<file path="config.mk">
export PLATFORM = sky130hd
export DESIGN_NAME = adder_32bit
export DESIGN_NICKNAME = d
export VERILOG_FILES = /design/src/rtl/adder_32bit_pkg.sv /design/src/rtl/adder_32bit_cla_4b.sv /design/src/rtl/adder_32bit.sv
export SDC_FILE = /design/constraint.sdc
export NUM_CORES = 1
export LEC_CHECK = 0
export ABC_AREA = 0
export CAP_MARGIN = 25
export CORE_UTILIZATION = 45
export CTS_BUF_LIST = sky130_fd_sc_hd__clkbuf_8
export DETAILED_ROUTE_END_ITERATION = 10
export PLACE_DENSITY_LB_ADDON = 0.3
export SYNTH_ARGS = -nofsm -noshare
export SYNTH_HDL_FRONTEND = slang
export SYNTH_SLANG_ARGS = --single-unit
</file>
<file path="constraint.sdc">
create_clock -name clk -period 0.8 [get_ports clk]
set_clock_uncertainty 0.15 [all_clocks]
set_input_delay 0.24 -clock clk [delete_from_list [all_inputs] [get_ports clk]]
set_output_delay 0.24 -clock clk [all_outputs]
set_load 0.02 [all_outputs]
</file>
<file path="src/rtl/adder_32bit_pkg.sv">
// Shared sizing for the registered 32-bit carry-lookahead adder.
package adder_32bit_pkg;
  localparam int ADDER_WIDTH = 32;
  localparam int SLICE_W     = 4;
  localparam int NUM_SLICES  = ADDER_WIDTH / SLICE_W;
endpackage

</file>
<file path="src/rtl/adder_32bit_cla_4b.sv">
// 4-bit lookahead slice: purely combinational bit sums plus group generate/propagate.
// No state and no flow control; carries inside the slice are fully flattened.
module cla_4b (
  input  logic [3:0] a,
  input  logic [3:0] b,
  input  logic       cin,
  output logic [3:0] s,
  output logic       G,
  output logic       P
);
  logic [3:0] p;
  logic [3:0] g;
  logic [3:0] c;

  assign p = a ^ b;
  assign g = a & b;

  assign c[0] = cin;
  assign c[1] = g[0] | (p[0] & cin);
  assign c[2] = g[1] | (p[1] & g[0]) | (p[1] & p[0] & cin);
  assign c[3] = g[2] | (p[2] & g[1]) | (p[2] & p[1] & g[0]) | (p[2] & p[1] & p[0] & cin);

  assign s = p ^ c;

  assign G = g[3] | (p[3] & g[2]) | (p[3] & p[2] & g[1]) | (p[3] & p[2] & p[1] & g[0]);
  assign P = &p;
endmodule

</file>
<file path="src/rtl/adder_32bit.sv">
// Registered 32-bit two-level CLA adder with carry and signed-overflow flags; latency 1 cycle.
// Accepts new operands every clk edge, no handshake or stall.
module adder_32bit
  import adder_32bit_pkg::*;
(
  input  logic                   clk,
  input  logic                   rst_n,
  input  logic [ADDER_WIDTH-1:0] op1,
  input  logic [ADDER_WIDTH-1:0] op2,
  output logic [ADDER_WIDTH-1:0] result,
  output logic                   carry_out,
  output logic                   overflow
);
  logic [NUM_SLICES-1:0]  grp_g;
  logic [NUM_SLICES-1:0]  grp_p;
  logic [NUM_SLICES:0]    carry;
  logic [ADDER_WIDTH-1:0] sum;
  logic                   ovf;

  for (genvar i = 0; i < NUM_SLICES; i++) begin : g_slice
    cla_4b u_cla (
      .a   (op1[SLICE_W*i +: SLICE_W]),
      .b   (op2[SLICE_W*i +: SLICE_W]),
      .cin (carry[i]),
      .s   (sum[SLICE_W*i +: SLICE_W]),
      .G   (grp_g[i]),
      .P   (grp_p[i])
    );
  end

  // Each slice carry is a flat sum of products over the lower slices' (G, P), with c0 = 0.
  always_comb begin
    logic term;
    term  = 1'b0;
    carry = '0;
    for (int j = 1; j <= NUM_SLICES; j++) begin
      for (int k = 0; k < j; k++) begin
        term = grp_g[k];
        for (int m = k + 1; m < j; m++) begin
          term = term & grp_p[m];
        end
        carry[j] = carry[j] | term;
      end
    end
  end

  assign ovf = (op1[ADDER_WIDTH-1] == op2[ADDER_WIDTH-1]) &&
               (sum[ADDER_WIDTH-1] != op1[ADDER_WIDTH-1]);

  always_ff @(posedge clk or negedge rst_n) begin
    if (!rst_n) begin
      result    <= '0;
      carry_out <= 1'b0;
      overflow  <= 1'b0;
    end else begin
      result    <= sum;
      carry_out <= carry[NUM_SLICES];
      overflow  <= ovf;
    end
  end
endmodule

</file>
==> results.cfg, run 1 <==
[clock_network]
root_buffer = clkbuf_8
cts_buffer_depth = 2
cts_hold_buffers = 1
post_cts_resized = 459
clock_sinks = 34
htree_num_levels = 2
cts_made_buffers = 5
cts_setup_buffers = 30

[place]
place_ws_ns = -2.162
io_buffer_count = 99
dpl_cell_area_um2 = 4402
gp_congestion = 0.8411
dp_hpwl_um = 6213

[status]
stop_error = [ERROR DPL-0033] detailed placement checks failed during check placement.
outcome = aborted with a tool error
failed_stage = clock tree synthesis (4_1_cts)

[yosys]
syn_avg_cell_area_um2 = 11.07
yosysTopAreaCell = dfrtp_1
synth_cell_types = 50
yosysSeqAreaShare_pct = 35.25
syn_inst = 218
synth_area_leaders = dfrtp_1 (35%), ha_1 (17%), fa_1 (6.6%)
synthesis.area_um2 = 2414
synth.ff_latch_count = 34
ys_warn_count = 0
synth_edf_count = 0
ys.flop_type = dfrtp_1
syn-num-nets = 324
synth-async-reset-ratio_pct = 100.0
yosys.area.top_type_share_pct = 35.25

[floorplanning]
die_x_um = 75.24
fp.dieH_um = 75.24
rows = 26
initial_utilization_pct = 46.96
io_pins = 100
[through the flow]
stage	utilization (%)	instances
detailed placement	85.64	452
global placement	85.64	452
floorplan	-	218
[cell usage after synthesis (4+ instances only)]
library cell,instances
dfrtp_1,34
ha_1,32
a21oi_1,16
inv_1,13
xnor2_1,10
nand2_1,9
a21o_1,8
fa_1,8
xor2_1,8
nand3_1,7
nor2_1,7
nor3_1,4
o21bai_1,4
[cell families after synthesis]
family / share of synthesized area [%]
mux: 0.6219
flops: 35.25
xor+xnor: 6.532
buf+inv: 2.229
simple gates: 10.42
fa+ha+maj: 23.22
compound gates: 21.72
==> inputs of run 2 (changes only) <==
--- a/config.mk
+++ b/config.mk
@@ -7,10 +7,9 @@
 export LEC_CHECK = 0
 export ABC_AREA = 0
 export CAP_MARGIN = 25
-export CORE_UTILIZATION = 45
-export CTS_BUF_LIST = sky130_fd_sc_hd__clkbuf_8
+export CORE_UTILIZATION = 30
 export DETAILED_ROUTE_END_ITERATION = 10
-export PLACE_DENSITY_LB_ADDON = 0.3
+export PLACE_DENSITY_LB_ADDON = 0.15
 export SYNTH_ARGS = -nofsm -noshare
 export SYNTH_HDL_FRONTEND = slang
 export SYNTH_SLANG_ARGS = --single-unit
==> results.cfg, run 2 <==
[place]
dp_hpwl_um = 5328
gp_congestion = 0.7936
io_buffer_count = 99
place_inst = 500

[sta]
final_max_slew_viol_count = 0
fin_crit_sh_pct = 270.9
max_freq_ghz = 0.4615
finalHoldViolCount = 0
rsz0062_at_grt = true
setup_viol = 67
fin_tns_setup_ns = -46.88
fin_crit_ns = 2.167
relSlewSlack_pct = 76.26
fin_ws_ns = -1.367
max_slew.worst_pin.slew_ns = 0.3561

[grt]
grt_pass1_wl_um = 12340
grt_max_degree = 35
grt_overflow = 0
grt_usage_pct = 18.38
grt_antenna_before_repair = 0
first_global_vias = 2774

[yosys]
synth_edf_count = 0
synth_cell_types = 50
synth.ff_latch_count = 34
syn-num-nets = 324
syn_inst = 218
synth_most_common_cell = dfrtp_1
synth-async-reset-ratio_pct = 100.0
yosysTopAreaCell = dfrtp_1
syn_avg_cell_area_um2 = 11.07
yosysSeqAreaShare_pct = 35.25
ys_warn_count = 0
ys.flop_type = dfrtp_1
yosys.area.top_type_share_pct = 35.25
yosys-top-cells-count = dfrtp_1 (34), ha_1 (32), a21oi_1 (16)
synth_area_leaders = dfrtp_1 (35%), ha_1 (17%), fa_1 (6.6%)
synthesis.area_um2 = 2414

[finish]
nNetsFinal = 538
reg_top3 = result (32), carry_out (1), overflow (1)
regMostFlops = result
final_cells = 534
mostFrequentLayoutCells = buf_4 (83), buf_6 (71), dfrtp_1 (34)
syn2layout_area_growth_pct = 120.9
final_layout_size_suffix_gt1_share_pct = 66.44
insertedDiodeCount = 0
largest_reg_flops = 32
final_common_cell = buf_4

[floorplanning]
io_pins = 100
die_x_um = 91.70
rows = 32
die_area_um2 = 8408
core-area_um2 = 7767
initial_utilization_pct = 31.07
fp.dieH_um = 91.70

[drt]
vias = 2522
drc = 0
post_drt_wl_per_cell_um = 13.93
routed_wirelength_um = 7439
drt_first_iter_violations = 42
drtAntennaViolNets = 0
via_per_inst = 4.723
firstDrtPassIters = 4

[min_path]
hold_class = input port to flip-flop
whs_path_depth = 2
hold_end = result[0]$_DFF_PN0_
min-delay-start = op1[0]

[power]
p_leak_nw = 2.339
power.total_mw = 7.689
power_density_nw_per_um2 = 1442
ir_drop_v = 0.001114

[clock_network]
cts_made_buffers = 5
cts_buffer_depth = 2
path_clk_slew_ns = 0.07
cts_tree = built
root_buffer = clkbuf_8
htree_num_levels = 2
clock_sinks = 34

[setup_path]
arrival_ns = 2.18
crit_required_ns = 0.81
end_kind = flip-flop
path_class = input port to flip-flop
crit_fanout = 4
start_kind = input port

[status]
violations = setup timing
outcome = finished, violations left

[flow_run]
cap_violations = 0
-- run 2: cell counts after synthesis --
Identical to the previous run, type by type.
-- run 2: repair_timing --
action / in CTS / in global routing
setup endpoints to repair: 68 / 101
hold buffers: 1 / 0
hold endpoints to repair: 34 / 0
resized for setup: 437 / 39
buffers inserted: 22 / 7
pin swaps: 68 / 40
gates cloned: 0 / 3
-- run 2: per-layer routing --
layer | share of wire [%] | GRT usage, %
met1 | 43 | 21.87
met2 | 52 | 33.77
met3 | 4.3 | 3.648
met4 | 1.1 | 4.557
met5 | 0 | 0
-- run 2: stage by stage --
stage	setup WS [ns]	hold WS [ns]	instance area [um2]	util, %
6_report	-1.367	0.01713	5331	68.64
5_1_grt	-1.417	0.003797	5331	68.64
4_1_cts	-1.416	0.007333	5228	67.30
3_5_place_dp	-2.102	0.06615	4562	58.73
3_3_place_gp	-2.060	0.06744	4562	58.73
2_1_floorplan	-1.569	-0.2056	2831	-
-- run 2: layout make-up --
class                      instances  area [um2]
multi-input combinational        170        2291
timing repair buffer             208        1929
clock buffer                       5       68.82
clock inverter                     2       10.01
tap                              102       127.6
fill                             565        2436
sequential                        34       850.8
inverter                          13       53.80
-- run 2: cell families (layout without fill, tap and decap cells) --
kind of cell,count (synthesis),after routing,share of synthesized area (%)
xor gates and xnor gates,18,18,6.532
buffers and inverters,14,228,2.229
DFF,34,34,35.25
muxes,1,1,0.6219
AOI/OAI and AO/OA,65,65,21.72
adders and majority gates,40,40,23.22
and+or+nand+nor,46,46,10.42
-- run 2: worst max path at each step --
stage	from	end	cells after the start
3_3_place_gp	op1[16]	result[29]$_DFF_PN0_	10
6_report	op2[13]	result[29]$_DFF_PN0_	10
3_5_place_dp	op1[16]	result[29]$_DFF_PN0_	10
5_1_grt	op2[25]	result[29]$_DFF_PN0_	10
4_1_cts	op2[13]	overflow$_DFF_PN0_	9
2_1_floorplan	op1[17]	result[29]$_DFF_PN0_	10
-- run 2: power by group --
part	leakage, nW	internal (mW)	switching [mW]	total [mW]
combinational	1.90	2.37	1.87	4.24
sequential	0.397	2.07	0.175	2.25
clock	0.0438	0.584	0.620	1.20
total	2.34	5.02	2.66	7.69
-- run 2: critical path, stage by stage --
cell,delay (ns)
buf_8,0.10
ha_4,0.24
a21o_1,0.18
a21o_1,0.20
a311oi_4,0.32
o221ai_4,0.18
a21oi_2,0.17
inv_2,0.06
fa_2,0.35
xor2_1,0.15
Note: power is estimated with default switching activity, not from simulation.
==> inputs of run 3 (changes only) <==
--- a/config.mk
+++ b/config.mk
@@ -7,7 +7,7 @@
 export LEC_CHECK = 0
 export ABC_AREA = 0
 export CAP_MARGIN = 25
-export CORE_UTILIZATION = 30
+export CORE_UTILIZATION = 43
 export DETAILED_ROUTE_END_ITERATION = 10
 export PLACE_DENSITY_LB_ADDON = 0.15
 export SYNTH_ARGS = -nofsm -noshare
==> results.cfg, run 3 <==
[yosys]
synth_most_common_cell = dfrtp_1
synth_edf_count = 0
synth.ff_latch_count = 34
syn_avg_cell_area_um2 = 11.07
yosys.area.top_type_share_pct = 35.25
synthesis.area_um2 = 2414
yosysTopAreaCell = dfrtp_1
synth_cell_types = 50
syn_inst = 218
syn-num-nets = 324
ys_warn_count = 0
synth-async-reset-ratio_pct = 100.0
yosysSeqAreaShare_pct = 35.25
synth_area_leaders = dfrtp_1 (35%), ha_1 (17%), fa_1 (6.6%)
yosys-top-cells-count = dfrtp_1 (34), ha_1 (32), a21oi_1 (16)
ys.flop_type = dfrtp_1

[place]
io_buffer_count = 99
dp_hpwl_um = 6113
gp_congestion = 0.7970

[floorplanning]
fp.dieH_um = 76.92
rows = 26
die_x_um = 76.92
initial_utilization_pct = 45.80
io_pins = 100

[clock_network]
htree_num_levels = 2
post_cts_resized = 466
cts_buffer_depth = 2
root_buffer = clkbuf_8
cts_setup_buffers = 32
cts_made_buffers = 5
clock_sinks = 34

[status]
failed_stage = clock tree synthesis (4_1_cts)
stop_error = [ERROR DPL-0033] detailed placement checks failed during check placement.
outcome = aborted with a tool error
-- run 3: through the flow --
stage / std cells / setup WS [ns] / area (um2) / setup TNS [ns]
2_1_floorplan: 218 / -1.569 / 2831 / -34.51
3_3_place_gp: 464 / -2.000 / 4492 / -71.47
3_5_place_dp: 464 / -2.068 / 4492 / -73.09
-- run 3: logic make-up after synthesis --
family | share of synthesized area, %
flops | 35.25
fa+ha+maj | 23.22
buf+inv | 2.229
simple gates | 10.42
compound gates | 21.72
mux | 0.6219
xor+xnor | 6.532
